## src/rtl/clock_pkg.sv

```systemverilog
// ============================================================================
// clock_pkg : shared mode encodings, BCD limits and helpers for the clock core
// Revision  : 1.0
// ============================================================================
`default_nettype none

package clock_pkg;

  typedef enum logic [1:0] {
    MODE_RUN     = 2'b00,
    MODE_SET_HR  = 2'b01,
    MODE_SET_MIN = 2'b10
  } mode_e;

  localparam logic [7:0] BCD_59 = 8'h59;
  localparam logic [7:0] BCD_23 = 8'h23;

  // Binary 0-99 to packed two-digit BCD; only used on elaboration constants.
  function automatic logic [7:0] bin2bcd(input int unsigned v);
    logic [3:0] tens;
    logic [3:0] units;
    tens  = 4'(v / 10);
    units = 4'(v % 10);
    return {tens, units};
  endfunction

endpackage

`default_nettype wire

```

## src/rtl/bcd2_counter.sv

```systemverilog
// ============================================================================
// bcd2_counter : two-digit BCD counter with programmable wrap value and carry
// Revision     : 1.0
// ============================================================================
`default_nettype none

module bcd2_counter #(
  parameter logic [7:0] RESET_VAL = 8'h00
) (
  input  logic       clk,
  input  logic       rst,
  input  logic [7:0] max_i,
  input  logic       inc_i,
  input  logic       clr_i,
  output logic [7:0] count_o,
  output logic       carry_o
);

  logic [7:0] count_q;
  logic [7:0] count_d;
  logic       w_at_max;

  assign w_at_max = (count_q == max_i);

  always_comb begin
    count_d = count_q;
    if (clr_i) begin
      count_d = 8'h00;
    end else if (inc_i) begin
      if (w_at_max) begin
        count_d = 8'h00;
      end else if (count_q[3:0] == 4'd9) begin
        count_d = {count_q[7:4] + 4'd1, 4'd0};
      end else begin
        count_d = {count_q[7:4], count_q[3:0] + 4'd1};
      end
    end
  end

  always_ff @(posedge clk or posedge rst) begin
    if (rst) begin
      count_q <= RESET_VAL;
    end else begin
      count_q <= count_d;
    end
  end

  // Combinational so the next stage increments on the same edge as the wrap.
  assign carry_o = inc_i & ~clr_i & w_at_max;
  assign count_o = count_q;

endmodule

`default_nettype wire

```

## src/rtl/time_keeper_ctrl.sv

```systemverilog
// ============================================================================
// time_keeper_ctrl : HH:MM:SS BCD timekeeping with RUN / SET_HR / SET_MIN modes
// Revision         : 1.0
// ============================================================================
`default_nettype none

module time_keeper_ctrl
  import clock_pkg::*;
#(
  parameter int RESET_HOUR    = 0,
  parameter int RESET_MIN     = 0,
  parameter int SET_TIMEOUT_S = 30
) (
  input  logic       clk,
  input  logic       rst,
  input  logic       sec_tick,
  input  logic       btn_mode,
  input  logic       btn_inc,
  output logic [7:0] hour_bcd,
  output logic [7:0] min_bcd,
  output logic [7:0] sec_bcd,
  output logic [1:0] mode,
  output logic       blink,
  output logic       day_tick
);

  localparam logic [7:0] TMO_LIMIT = 8'(SET_TIMEOUT_S);

  mode_e      state_q, state_d;
  logic       blink_q, blink_d;
  logic       day_tick_q, day_tick_d;
  logic [7:0] tmo_q, tmo_d;

  logic w_run;
  logic w_sec_inc, w_sec_clr, w_sec_carry;
  logic w_min_inc, w_min_set_inc, w_min_carry;
  logic w_hr_inc, w_hr_set_inc, w_hr_carry;
  logic [7:0] w_tmo_next;

  assign w_run      = (state_q == MODE_RUN);
  assign w_tmo_next = tmo_q + 8'd1;

  always_comb begin
    state_d       = state_q;
    blink_d       = blink_q;
    tmo_d         = tmo_q;
    w_sec_inc     = 1'b0;
    w_sec_clr     = 1'b0;
    w_min_set_inc = 1'b0;
    w_hr_set_inc  = 1'b0;
    case (state_q)
      MODE_RUN: begin
        blink_d = 1'b0;
        if (btn_mode) begin
          state_d = MODE_SET_HR;
          blink_d = 1'b1;
          tmo_d   = 8'd0;
        end else if (sec_tick) begin
          w_sec_inc = 1'b1;
        end
      end
      MODE_SET_HR, MODE_SET_MIN: begin
        if (btn_mode) begin
          tmo_d = 8'd0;
          if (state_q == MODE_SET_HR) begin
            state_d = MODE_SET_MIN;
            blink_d = 1'b1;
          end else begin
            state_d   = MODE_RUN;
            blink_d   = 1'b0;
            w_sec_clr = 1'b1;
          end
        end else begin
          if (btn_inc) begin
            tmo_d         = 8'd0;
            w_hr_set_inc  = (state_q == MODE_SET_HR);
            w_min_set_inc = (state_q == MODE_SET_MIN);
          end
          if (sec_tick) begin
            blink_d = ~blink_q;
            // An inc on the same tick restarts the idle window instead.
            if (!btn_inc) begin
              if (w_tmo_next == TMO_LIMIT) begin
                state_d   = MODE_RUN;
                blink_d   = 1'b0;
                tmo_d     = 8'd0;
                w_sec_clr = 1'b1;
              end else begin
                tmo_d = w_tmo_next;
              end
            end
          end
        end
      end
      default: begin
        state_d = MODE_RUN;
        blink_d = 1'b0;
        tmo_d   = 8'd0;
      end
    endcase
  end

  // Carries only ripple in RUN; set-mode increments wrap without carrying.
  assign w_min_inc  = w_sec_carry | w_min_set_inc;
  assign w_hr_inc   = (w_min_carry & w_run) | w_hr_set_inc;
  assign day_tick_d = w_hr_carry & w_run;

  always_ff @(posedge clk or posedge rst) begin
    if (rst) begin
      state_q    <= MODE_RUN;
      blink_q    <= 1'b0;
      day_tick_q <= 1'b0;
      tmo_q      <= 8'd0;
    end else begin
      state_q    <= state_d;
      blink_q    <= blink_d;
      day_tick_q <= day_tick_d;
      tmo_q      <= tmo_d;
    end
  end

  bcd2_counter #(.RESET_VAL(8'h00)) u_sec (
    .clk     (clk),
    .rst     (rst),
    .max_i   (BCD_59),
    .inc_i   (w_sec_inc),
    .clr_i   (w_sec_clr),
    .count_o (sec_bcd),
    .carry_o (w_sec_carry)
  );

  bcd2_counter #(.RESET_VAL(bin2bcd(RESET_MIN))) u_min (
    .clk     (clk),
    .rst     (rst),
    .max_i   (BCD_59),
    .inc_i   (w_min_inc),
    .clr_i   (1'b0),
    .count_o (min_bcd),
    .carry_o (w_min_carry)
  );

  bcd2_counter #(.RESET_VAL(bin2bcd(RESET_HOUR))) u_hour (
    .clk     (clk),
    .rst     (rst),
    .max_i   (BCD_23),
    .inc_i   (w_hr_inc),
    .clr_i   (1'b0),
    .count_o (hour_bcd),
    .carry_o (w_hr_carry)
  );

  assign mode     = state_q;
  assign blink    = blink_q;
  assign day_tick = day_tick_q;

endmodule

`default_nettype wire

```

## config.mk

```make
export PLATFORM = sky130hd
export DESIGN_NAME = time_keeper_ctrl
export DESIGN_NICKNAME = d
export VERILOG_FILES = /design/src/rtl/clock_pkg.sv /design/src/rtl/bcd2_counter.sv /design/src/rtl/time_keeper_ctrl.sv
export SDC_FILE = /design/constraint.sdc
export NUM_CORES = 1
export LEC_CHECK = 0
export CELL_PAD_IN_SITES_DETAIL_PLACEMENT = 0
export CELL_PAD_IN_SITES_GLOBAL_PLACEMENT = 2
export CORE_MARGIN = 3
export CORE_UTILIZATION = 30
export CTS_CLUSTER_DIAMETER = 30
export DETAILED_ROUTE_END_ITERATION = 10
export GPL_TIMING_DRIVEN = 0
export PLACE_DENSITY_LB_ADDON = 0.1
export SYNTH_ARGS = -nofsm -noshare
export SYNTH_HDL_FRONTEND = slang
export SYNTH_SLANG_ARGS = --single-unit
```

## constraint.sdc

```tcl
create_clock -name clk -period 2.29 [get_ports clk]
set_input_delay 0.3435 -clock clk [delete_from_list [all_inputs] [get_ports clk]]
set_output_delay 0.3435 -clock clk [all_outputs]
set_load 0.005 [all_outputs]
```

-- After elaboration in Yosys (flattened, before gate mapping)
Index checks and enable logic that the tools add are counted.
- output and inout port bits: 28
- logic and storage cells: 94
- register bits after elaboration: 36
- add/subtract/negate cells: 7
- bitwise operators: 10
- equality and inequality tests: 13
- mux-type cells: 44
- reduce and logical (&&, ||, !) cells: 10
- operators with widths (cell ; count):
    8-bit 2-to-1 mux ; 14
    4-bit by 1-bit adder with 4-bit output (second input constant) ; 6
    1-bit 2-to-1 mux ; 21
    8-bit by 7-bit equality test with 1-bit output (second input constant) ; 2
    8-bit case mux with 2 select lines ; 1
    4-bit equality test (second input constant) ; 3
    2-bit 2-to-1 mux ; 6
    3-bit != test (second input constant) ; 3
    8-bit by 1-bit adder with 8-bit output (second input constant) ; 1
    8-bit by 5-bit equality test with 1-bit output (second input constant) ; 1
    8-bit by 6-bit equality test with 1-bit output (second input constant) ; 1
    1-bit AND ; 6
    2-bit AND reduction ; 3
    2-bit nonzero test ; 3
    2-bit case mux with 2 select lines ; 1
    4-bit AND reduction ; 1
    3-bit nonzero test ; 1
    2-bit by 1-bit equality test with 1-bit output (second input constant) ; 1
    2-bit equality test (second input constant) ; 1
    2-bit zero test ; 1
    2-bit != test (second input constant) ; 1
    1-bit NOT ; 2
    1-bit bitwise OR ; 2
    1-bit case mux with 2 select lines ; 1
    2-bit OR reduction ; 1

-- Longest topological paths before layout
Gate-level depths: netlist of the first run.
- depth after elaboration: 16
- mapped depth: 9

-- Hierarchy
From an unflattened synthesis of the first run, not the netlist that was laid out.
- cells, all modules: 286
- area total of the unflattened synthesis: 2617.5 µm²
- modules (own cells, without submodules) (module ; area an instance (µm²) ; instances ; cells each):
    bcd2_counter ; 561.8 ; 3 ; 60
    time_keeper_ctrl ; 932.1 ; 1 ; 106

-- Worst setup path before layout of the first run
OpenSTA, ideal clock, no wires.
- path kind: register to register
- start: register state_q[0], in the netlist mode[0]
- end: register u_hour.count_q[7], in the netlist u_hour.count_o[7]
- cell stages (with the launch flop): 10
- buffers on the path: 1
- data arrival time: 2145 ps
- required time: 2164 ps
- path slack: 19 ps
- cells stage by stage: dfrtp_1 > inv_1 > ha_1 > buf_2 > nand3b_4 > nor3_4 > o41ai_2 > a211oi_4 > o21ai_2 > a221o_1
- cells in the longest elaborated chain, start to end: 12
- elaborated cells on any way between the ends: 22
- those cells by class: eq/ne (2); mux (10); bitwise (7); reduce/logical (3)
- RTL lines (element ; RTL line ; text):
    start: declaration ; time_keeper_ctrl.sv:29 ; mode_e state_q, state_d;
    start signal: assignment ; time_keeper_ctrl.sv:115 ; state_q <= state_d;
    2-bit by 1-bit equality test with 1-bit output ; time_keeper_ctrl.sv:51, time_keeper_ctrl.sv:65, time_keeper_ctrl.sv:76 ;
    1-bit 2-to-1 mux ; time_keeper_ctrl.sv:65 ; if (state_q == MODE_SET_HR) begin
    1-bit 2-to-1 mux ; time_keeper_ctrl.sv:63 ; if (btn_mode) begin
    1-bit 2-to-1 mux ; time_keeper_ctrl.sv:51 ; case (state_q)
    1-bit NOT ; bcd2_counter.sv:49 ; assign carry_o = inc_i & ~clr_i & w_at_max;
    1-bit AND (2 in series) ; bcd2_counter.sv:49 ;
    1-bit bitwise OR ; time_keeper_ctrl.sv:104 ; assign w_min_inc = w_sec_carry | w_min_set_inc;
    1-bit AND ; bcd2_counter.sv:49 ;
    1-bit AND ; time_keeper_ctrl.sv:105 ; assign w_hr_inc = (w_min_carry & w_run) | w_hr_set_inc;
    1-bit bitwise OR (*) ; time_keeper_ctrl.sv:105 ;
    2-bit AND reduction (no line) (*) ; n/a ;
    end signal: assignment ; bcd2_counter.sv:44 ; count_q <= count_d;
    end: declaration ; bcd2_counter.sv:19 ; logic [7:0] count_q;
Every way passes the cells marked *; elsewhere a longest branch is shown, timed or not.
A chain may end at the register's enable or synchronous reset.

-- Worst setup path after layout of the first run
- start: register state_q[1], in the netlist mode[1]
- end: register u_min.count_q[7], in the netlist u_min.count_o[7]
- cells in the longest elaborated chain, start to end: 9
- elaborated cells on any way between the ends: 16
- those cells by class: eq/ne (2); mux (7); bitwise (4); reduce/logical (3)
- RTL lines (element ; RTL line):
    2-bit by 1-bit equality test with 1-bit output ; time_keeper_ctrl.sv:51, time_keeper_ctrl.sv:65
    1-bit 2-to-1 mux ; time_keeper_ctrl.sv:65
    1-bit 2-to-1 mux ; time_keeper_ctrl.sv:63
    1-bit 2-to-1 mux ; time_keeper_ctrl.sv:51
    1-bit NOT ; bcd2_counter.sv:49
    1-bit AND (2 in series) ; bcd2_counter.sv:49
    1-bit bitwise OR (*) ; time_keeper_ctrl.sv:104
    2-bit AND reduction (no line) (*) ; n/a
    end signal: assignment ; bcd2_counter.sv:44
    end: declaration ; bcd2_counter.sv:19
Marked as above.

==> run_results.csv, run 1 <==
group,metric,value,unit
cts,cts_tree,"built",
grt,grt_pass1_vias,1978,
grt,busiest_layer,"met2",
cts,clockRootBuffer,"clkbuf_8",
cts,cts_made_buffers,5,
timing,fin_crit_sh,97.4,%
die,design.portCount,33,
cts,postCtsHoldBufs,0,
power_and_ir_drop,internal_power,1.64,mW
worst_setup_path,arrival,2.47,ns
worst_hold_path,hold_start,"btn_mode",
worst_hold_path,hold_path_class,"in2reg",
power_and_ir_drop,powerDensity,796,nW/um2
layout,finalInstanceArea,3140,um2
logic_synthesis,synth_top_cell_by_area,"dfrtp_1",
cts,htreeDepth,2,
timing,rsz0062_at_grt,"true",
timing,hold_viol,0,
logic_synthesis,synth_top_area_share,39.4,%
logic_synthesis,yosysSeqAreaShare,39.4,%
route,ant_nets,0,
timing,tightest_slew,0.797,ns
die,fp-row-count,31,
worst_setup_path,endpoint_kind,"flop",
layout,num-nets-final,335,
layout,area_growth,37.2,%
logic_synthesis,ys_types,53,
die,design.core.area,7330,um2
grt,grt_use_met3,2.90,%
place,dp_cells,378,
die,die-area,8700,um2
cts,clk_pin_slew_worst_paths,0.08,ns
power_and_ir_drop,combPwrFrac,42.4,%
power_and_ir_drop,netSwitchingFraction,34.4,%
power_and_ir_drop,seqPwrFrac,35.0,%
grt,grt_max_degree,37,
route,viasPerCell,4.87,
place,dp_hpwl,3.99,mm
job,maxCapViolCount,0,
logic_synthesis,synth-seq-cells,36,
die,die_h,93.3,um
power_and_ir_drop,max-vdd-ir-drop,0.329,mV
route,drcViolationCount,0,
cts,insertion_delay,0.29,ns
timing,maxSlewViolCount,0,
die,start_util,31.2,%
logic_synthesis,netlist_area,2290,um2
timing,finalCriticalPeriod,2.23,ns
worst_setup_path,r2r_start,"mode[1]$_DFFE_PP0P_",
timing,worst_clock_skew,0.00680,ns
logic_synthesis,synthesis.nets,272,
logic_synthesis,synth_cells,249,
worst_hold_path,holdPathEnd,"mode[1]$_DFFE_PP0P_",
power_and_ir_drop,clkPwrFrac,22.5,%
worst_setup_path,crit_type,"reg2reg",
grt,grt_pass1_wl,9.93,mm
worst_setup_path,cp.required,2.52,ns
place,routabilityCongestion,0.702,
worst_setup_path,cp-start-kind,"flop",
grt,track_usage,14.3,%
route,wl,5.79,mm
power_and_ir_drop,p_sw,0.859,mW
die,die_x,93.3,um
timing,max-slew-margin-rel,46.8,%
logic_synthesis,synthTopCellsByArea,"dfrtp_1, ha_1, o21ai_0, nand2_1, nor2_1",
place,dpl_worst_slack,-0.454,ns
grt,grt_util_met1,19.9,%
logic_synthesis,ys_warn_count,0,
route,wire_per_inst,14.0,um
worst_setup_path,r2r_end,"u_min.count_o[7]$_DFFE_PP0P_",
layout,layout-drive-gt1-share,21.1,%
route,vias,2006,
place,placed_area,2710,um2
logic_synthesis,avgSynthCellArea,9.18,um2
grt,grt_overflow,0,
timing,setup_viol,0,
cts,clock_path_buffers,2,
power_and_ir_drop,power.leakage,1.39,nW
worst_setup_path,r2r_slack,0.06,ns
cts,clkSinkCount,36,
layout,layout.cells.non_filler,412,
layout,antenna_cells,0,
grt,use_met2,22.6,%
worst_setup_path,rr_worst_depth,11,
route,drtIter0Drc,106,
timing,max_freq,448,MHz
timing,layout_setup_ws,0.0592,ns
worst_setup_path,path_max_fanout,7,
outcome,status,"finished clean",
place,io_buffer_count,30,
worst_hold_path,min_path_cells,2,
route,dr.pass1.iters,4,
grt,antenna_found_initial,0,
[registers in the layout, indices dropped and copies added (netlist names)]
| name | cells |
|---|---|
| mode | 2 |
| u_sec.count_o | 8 |
| tmo_q | 8 |
| u_min.count_o | 8 |
| u_hour.count_o | 8 |
| day_tick | 1 |
| blink | 1 |
[area by class of cell]
class,instances,area (um2)
clock inverter,2,35.0
tap,99,124
clock buffer,6,72.6
sequential,36,901
timing repair buffer,56,503
fill,742,4200
buffer,6,40.0
multi-input combinational,190,1400
inverter,17,63.8
[what timing repair did]
action                                  4_1_cts  5_1_grt
endpoints found under the setup margin       21       14
pin swaps                                     7       11
buffers inserted                             12       14
gates resized for setup                      12       15
[cells in the mapped netlist (all sizes together)]
cell type,n
o41ai,4
o211a,2
nand3b,4
and3,4
a21oi,11
xnor2,3
o32ai,1
clkbuf,2
nor2,21
nand2b,1
a31oi,2
o22ai,1
a21o,3
nand4,3
ha,18
dfrtp,36
a21boi,2
or4,1
a32oi,1
o21ai,29
mux2i,4
or3,3
nand2,22
xor2,4
o31ai,2
mux2,1
a211oi,1
buf,4
a32o,1
nand3,12
or2,3
inv,17
a221o,1
nor3b,2
o211ai,2
nor2b,3
nor4,4
a2111oi,1
a22o,1
nor3,9
or4b,1
and2,1
nor4bb,1
[worst max-delay path by stage]
stage	from	to	cells after the start
2_1_floorplan	mode[0]$_DFFE_PP0P_	u_hour.count_o[7]$_DFFE_PP0P_	9
3_3_place_gp	mode[0]$_DFFE_PP0P_	u_hour.count_o[7]$_DFFE_PP0P_	9
3_5_place_dp	mode[0]$_DFFE_PP0P_	u_hour.count_o[7]$_DFFE_PP0P_	9
4_1_cts	mode[1]$_DFFE_PP0P_	u_hour.count_o[7]$_DFFE_PP0P_	10
5_1_grt	mode[1]$_DFFE_PP0P_	u_hour.count_o[3]$_DFFE_PP0P_	11
6_report	mode[1]$_DFFE_PP0P_	u_min.count_o[7]$_DFFE_PP0P_	11
[placed cells by master (no fill, tap or decap), types with 5 or more instances in the layout]
| cell type | instances |
|---|---|
| dfrtp_1 | 36 |
| clkdlybuf4s50_1 | 30 |
| buf_4 | 24 |
| o21ai_0 | 23 |
| nand2_1 | 20 |
| nor2_1 | 20 |
| ha_1 | 17 |
| inv_1 | 14 |
| a21oi_1 | 11 |
| nand3_1 | 10 |
| nor3_1 | 7 |
| clkbuf_8 | 5 |
[cells by family (layout without fill, tap and decap cells)]
logic type / after synthesis / count (layout) / share of synthesized area, %
multiplexers: 5 / 5 / 2.24
buffers and inverters: 23 / 87 / 4.21
AND/OR/NAND/NOR: 95 / 95 / 22.4
AO/OA/AOI/OAI: 65 / 65 / 19.2
XOR/XNOR: 7 / 7 / 2.68
flip-flops: 36 / 36 / 39.4
adder cells (fa/ha/maj): 18 / 18 / 9.85
[critical path: stages, from the launching register on]
cell and delay, ns:
dfrtp_1 0.40, inv_2 0.09, ha_4 0.13, buf_6 0.11
nand3b_4 0.09, nor3_4 0.23, buf_6 0.14, buf_4 0.10
nand3_2 0.06, o211a_4 0.28, or4_4 0.48, nand2_2 0.06
[power by group through the flow]
stage / Combinational, mW / Sequential [mW] / Clock [mW]
6_report: 1.06 / 0.875 / 0.562
5_1_grt: 1.19 / 0.901 / 0.626
4_1_cts: 0.934 / 0.879 / 0.589
3_5_place_dp: 0.817 / 0.912 / 0
3_3_place_gp: 0.819 / 0.916 / 0
2_1_floorplan: 0.478 / 0.887 / 0
[through the flow]
step                power (mW)  setup TNS (ns)  utilization (%)  hold slack, ns
global placement          1.74           -4.46             37.0           0.499
global route              2.72          -0.197             42.8           0.301
floorplan                 1.37               0                -           0.476
CTS                       2.40               0             40.5           0.283
finish                    2.50               0             42.8           0.289
detailed placement        1.73           -5.20             37.0           0.506
[per-layer routing]
metal	routed length, um	vias to the layer above
met1	2860	952
met5	0	-
met3	149	7
met4	57	0
met2	2720	25
li1	-	1022
No activity file was read; power rests on OpenSTA's default activity.
==> run 2, diff against run 1 <==
CELL_PAD_IN_SITES_DETAIL_PLACEMENT = 1   (was 0)
==> run 2 against run 1 <==
Compared with the run above: die area is the same; maximum frequency grew 1.3%; clock-buffer cell count shrank 1; worst hold slack lost 0.0021 ns; sequential power grew 0.5%; sequential cell count is the same; first-iteration DRC count shrank 15%; via count grew 4.8%; critical endpoint is now u_hour.count_o[7]$_DFFE_PP0P_; largest cell class unchanged; largest power group unchanged.
==> run_results.csv, run 2 (synthesis gave the netlist of run 1 again) <==
group,metric,value,unit
outcome,status,"finished clean",
route,viasPerCell,5.08,
power_and_ir_drop,combPwrFrac,42.8,%
die,die_x,93.3,um
power_and_ir_drop,p_sw,0.897,mW
place,dp_hpwl,4.34,mm
worst_setup_path,worst_path_largest_cell_delay,0.42,ns
die,design.portCount,33,
power_and_ir_drop,internal_power,1.64,mW
route,wire_per_inst,15.3,um
cts,clock_path_buffers,2,
die,design.core.area,7330,um2
timing,hold_viol,0,
grt,grt_pass1_wl,10.7,mm
route,ant_nets,0,
place,dpl_worst_slack,-0.462,ns
timing,fin_crit_sh,96.1,%
cts,htreeDepth,2,
timing,rsz0062_at_grt,"true",
worst_setup_path,critPathTopFamily,"compound AO/OA/AOI/OAI gates",
worst_setup_path,worstPathCellList,"inv_2 > ha_4 > nand3b_4 > nor3_4 > buf_6 > a32oi_4 > a211oi_4 > o21ai_2 > a221o_1",
power_and_ir_drop,power.leakage,1.39,nW
power_and_ir_drop,netSwitchingFraction,35.4,%
timing,worst_clock_skew,0.00821,ns
route,vias,2103,
die,start_util,31.2,%
cts,clockRootBuffer,"clkbuf_8",
power_and_ir_drop,max-vdd-ir-drop,0.353,mV
cts,cts_made_buffers,5,
power_and_ir_drop,clkPwrFrac,22.6,%
power_and_ir_drop,powerDensity,800,nW/um2
grt,grt_overflow,0,
die,fp-row-count,31,
route,drcViolationCount,0,
timing,tightest_slew,0.814,ns
worst_setup_path,r2r_slack,0.09,ns
timing,finalCriticalPeriod,2.20,ns
cts,cts_tree,"built",
layout,finalInstanceArea,3170,um2
worst_setup_path,critPathBufInv,2,
layout,layout-drive-gt1-share,21.9,%
power_and_ir_drop,power,2.54,mW
layout,final_common_cell,"dfrtp_1",
grt,track_usage,15.3,%
cts,postCtsHoldBufs,0,
route,wl,6.32,mm
route,dr.pass1.iters,4,
route,drtIter0Drc,90,
timing,max_freq,454,MHz
grt,antenna_found_initial,0,
layout,layout_common_cells,"dfrtp_1, clkdlybuf4s50_1, buf_4",
worst_setup_path,endpoint_kind,"flop",
worst_setup_path,cp-start-kind,"flop",
timing,max-slew-margin-rel,45.7,%
layout,antenna_cells,0,
worst_hold_path,hold_path_class,"in2reg",
job,maxCapViolCount,0,
cts,insertion_delay,0.29,ns
cts,clk_pin_slew_worst_paths,0.08,ns
place,routabilityCongestion,0.702,
worst_setup_path,path_max_fanout,5,
layout,area_growth,38.8,%
cts,clkSinkCount,36,
worst_setup_path,crit_type,"reg2reg",
place,io_buffer_count,30,
die,die-area,8700,um2
power_and_ir_drop,seqPwrFrac,34.7,%
timing,layout_setup_ws,0.0885,ns
worst_setup_path,arrival,2.39,ns
timing,setup_viol,0,
layout,final_util,43.3,%
timing,maxSlewViolCount,0,
worst_setup_path,cp_slowest_cell,"a211oi_4",
worst_setup_path,cp.required,2.47,ns
place,placed_area,2710,um2
grt,grt_pass1_vias,2170,
die,die_h,93.3,um
layout,num-nets-final,337,
grt,grt_max_degree,37,
-- run 2: per-layer routing --
| layer | global-route usage, % | vias to the layer above | share of wire [%] |
|---|---|---|---|
| met3 | 2.82 | 4 | 2.3 |
| met2 | 25.3 | 23 | 49 |
| met1 | 20.9 | 1052 | 48 |
| met4 | 2.93 | 0 | 0.65 |
| li1 | - | 1024 | - |
| met5 | 0 | - | 0 |
-- run 2: final timing paths --
| check | start | end | cells after the start |
|---|---|---|---|
| worst max-delay path | mode[1]$_DFFE_PP0P_ | u_hour.count_o[7]$_DFFE_PP0P_ | 9 |
| min in group asynchronous | rst | u_hour.count_o[7]$_DFFE_PP0P_ | 2 |
| worst min register to register | u_min.count_o[3]$_DFFE_PP0P_ | u_min.count_o[3]$_DFFE_PP0P_ | 1 |
| worst min-delay path | btn_mode | mode[1]$_DFFE_PP0P_ | 2 |
| worst max register to register | mode[1]$_DFFE_PP0P_ | u_hour.count_o[7]$_DFFE_PP0P_ | 9 |
| max in group asynchronous | rst | u_sec.count_o[4]$_DFFE_PP0P_ | 2 |
-- run 2: repair_timing --
action | in CTS | in global routing
endpoints found under the setup margin | 25 | 26
pin swaps | 6 | 14
resized for setup | 13 | 17
setup buffers | 17 | 13
-- run 2: layout make-up --
cell class              count  area [um2]
well taps                  99         124
inverters                  17        63.8
repair buffers             59         529
multi-input cells         190        1410
fillers                   841        4160
flip-flops and latches     36         902
plain buffers               5        28.8
clock inverters             3        42.5
clock buffers               5        68.8
-- run 2: power by group through the flow --
stage	Combinational [mW]	Clock, mW	Sequential (mW)
finish	1.08	0.573	0.879
global route	1.23	0.623	0.906
CTS	0.987	0.592	0.880
detailed placement	0.836	0	0.914
global placement	0.819	0	0.916
floorplan	0.478	0	0.887
-- run 2: per-stage QoR --
stage	setup TNS, ns	instances	hold slack [ns]
6_report	0	414	0.287
5_1_grt	-0.165	414	0.283
4_1_cts	0	403	0.282
3_5_place_dp	-5.18	378	0.505
3_3_place_gp	-4.46	378	0.499
2_1_floorplan	0	249	0.476
==> run 3, diff against run 2 <==
CORE_MARGIN = default   (was 3)
CTS_CLUSTER_DIAMETER = 80   (was 30)
==> run 3 against run 2 <==
Compared with the run above: sequential share of layout area grew 0.41 points; non-clock buffer count decreased by 2; maximum frequency is 0.78% lower; sequential power up 1%; first-iteration DRC count decreased by 11%; clock-buffer cell count increased by 2; worst hold slack got worse by 0.0042 ns.
==> run_results.csv, run 3 (synthesis gave the netlist of run 1 again) <==
group,metric,value,unit
worst_setup_path,r2r_start,"mode[1]$_DFFE_PP0P_",
cts,cts_tree,"built",
timing,rsz0062_at_grt,"true",
route,vias,2070,
die,die_h,89.3,um
timing,max-slew-margin-rel,46.7,%
die,design.portCount,33,
worst_hold_path,hold_path_class,"in2reg",
route,drcViolationCount,0,
route,drtIter0Drc,80,
cts,clock_path_buffers,2,
die,fp-row-count,31,
cts,clockRootBuffer,"clkbuf_8",
route,ant_nets,0,
power_and_ir_drop,powerDensity,782,nW/um2
die,start_util,31.3,%
timing,maxSlewViolCount,0,
place,routabilityCongestion,0.723,
place,dp_hpwl,4.22,mm
grt,grt_max_degree,37,
place,io_buffer_count,30,
timing,max_freq,451,MHz
cts,clkSinkCount,36,
timing,hold_viol,0,
layout,antenna_cells,0,
worst_setup_path,r2r_end,"u_hour.count_o[3]$_DFFE_PP0P_",
cts,htreeDepth,2,
job,maxCapViolCount,0,
worst_setup_path,rr_worst_depth,11,
timing,finalCriticalPeriod,2.22,ns
place,dp_cells,378,
worst_setup_path,crit_type,"reg2reg",
worst_setup_path,cp.required,2.48,ns
cts,postCtsHoldBufs,0,
layout,num-nets-final,335,
worst_setup_path,endpoint_kind,"flop",
layout,layout-drive-gt1-share,20.8,%
die,die_x,89.3,um
cts,clk_pin_slew_worst_paths,0.07,ns
worst_setup_path,path_max_fanout,6,
grt,grt_overflow,0,
die,die-area,7970,um2
cts,cts_made_buffers,5,
route,dr.pass1.iters,4,
worst_setup_path,cp-start-kind,"flop",
worst_hold_path,hold_start,"btn_mode",
power_and_ir_drop,power,2.45,mW
route,wl,6.40,mm
outcome,status,"finished clean",
power_and_ir_drop,power.leakage,1.37,nW
timing,fin_tns_setup,0,ns
worst_setup_path,r2r_slack,0.07,ns
worst_hold_path,min_path_cells,2,
layout,final_common_cell,"dfrtp_1",
worst_setup_path,arrival,2.40,ns
route,viasPerCell,5.04,
timing,fin_crit_sh,96.9,%
layout,layout_common_cells,"dfrtp_1, clkdlybuf4s50_1, buf_4",
grt,grt_pass1_vias,2028,
timing,setup_viol,0,
layout,final_util,42.9,%
timing,whs,0.282,ns
grt,track_usage,17.3,%
layout,area_growth,37.0,%
grt,antenna_found_initial,0,
worst_hold_path,holdPathEnd,"mode[1]$_DFFE_PP0P_",
die,design.core.area,7290,um2
grt,grt_pass1_wl,10.6,mm
cts,insertion_delay,0.30,ns
timing,tightest_slew,0.798,ns
power_and_ir_drop,max-vdd-ir-drop,0.277,mV
timing,worst_clock_skew,0.00717,ns
route,wire_per_inst,15.6,um
layout,layout.cells.non_filler,411,
[run 3: timing repair]
item / CTS / global route
gates cloned: 0 / 0
pin swaps: 7 / 11
setup buffers: 13 / 13
resized for setup: 14 / 15
setup endpoints to repair: 25 / 19
[run 3: worst max-delay path by stage]
| stage | from | to | slack (ns) | depth (start not counted) |
|---|---|---|---|---|
| 3_5_place_dp | mode[0]$_DFFE_PP0P_ | u_hour.count_o[7]$_DFFE_PP0P_ | -0.44 | 9 |
| 2_1_floorplan | mode[0]$_DFFE_PP0P_ | u_hour.count_o[7]$_DFFE_PP0P_ | 0.02 | 9 |
| 5_1_grt | mode[1]$_DFFE_PP0P_ | u_hour.count_o[3]$_DFFE_PP0P_ | -0.08 | 11 |
| 4_1_cts | u_sec.count_o[0]$_DFFE_PP0P_ | u_hour.count_o[7]$_DFFE_PP0P_ | 0.006 | 8 |
| 6_report | mode[1]$_DFFE_PP0P_ | u_hour.count_o[3]$_DFFE_PP0P_ | 0.07 | 11 |
| 3_3_place_gp | mode[0]$_DFFE_PP0P_ | u_hour.count_o[7]$_DFFE_PP0P_ | -0.45 | 9 |
[run 3: report_power, final]
group	internal (mW)	total [mW]	switching, mW	leakage [nW]
registers	0.749	0.891	0.142	0.478
clock network	0.269	0.517	0.249	0.0503
logic	0.542	1.04	0.500	0.837
total	1.56	2.45	0.891	1.37
[run 3: metal layers]
layer	global-route usage [%]	wire [um]	up-vias
li1	-	-	1019
met1	24.5	3190	1018
met2	27.3	2990	24
met3	3.51	168	9
met4	3.46	51	0
met5	0	0	-
[run 3: through the flow]
stage               area [um2]  setup slack (ns)
floorplan                 2290            0.0187
detailed placement        2710            -0.443
global placement          2710            -0.449
global route              3130           -0.0790
CTS                       2980           0.00553
finish                    3130            0.0712
[run 3: layout make-up]
type / instances / area [um2]
Sequential cell: 36 / 903
Multi-Input combinational cell: 190 / 1400
Timing Repair Buffer: 56 / 503
Tap cell: 99 / 124
Clock buffer: 7 / 96.3
Fill cell: 861 / 4160
Buffer: 6 / 40.0
Inverter: 17 / 63.8
[run 3: critical path: stages (launching register included)]
cell and delay [ns]:
dfrtp_1 0.39, inv_2 0.10, ha_4 0.14, buf_6 0.11, nand3b_4 0.09, nor3_4 0.23, buf_6 0.15, a32oi_4 0.07
a211oi_4 0.39, buf_4 0.18, o21ai_2 0.05, a32o_1 0.21
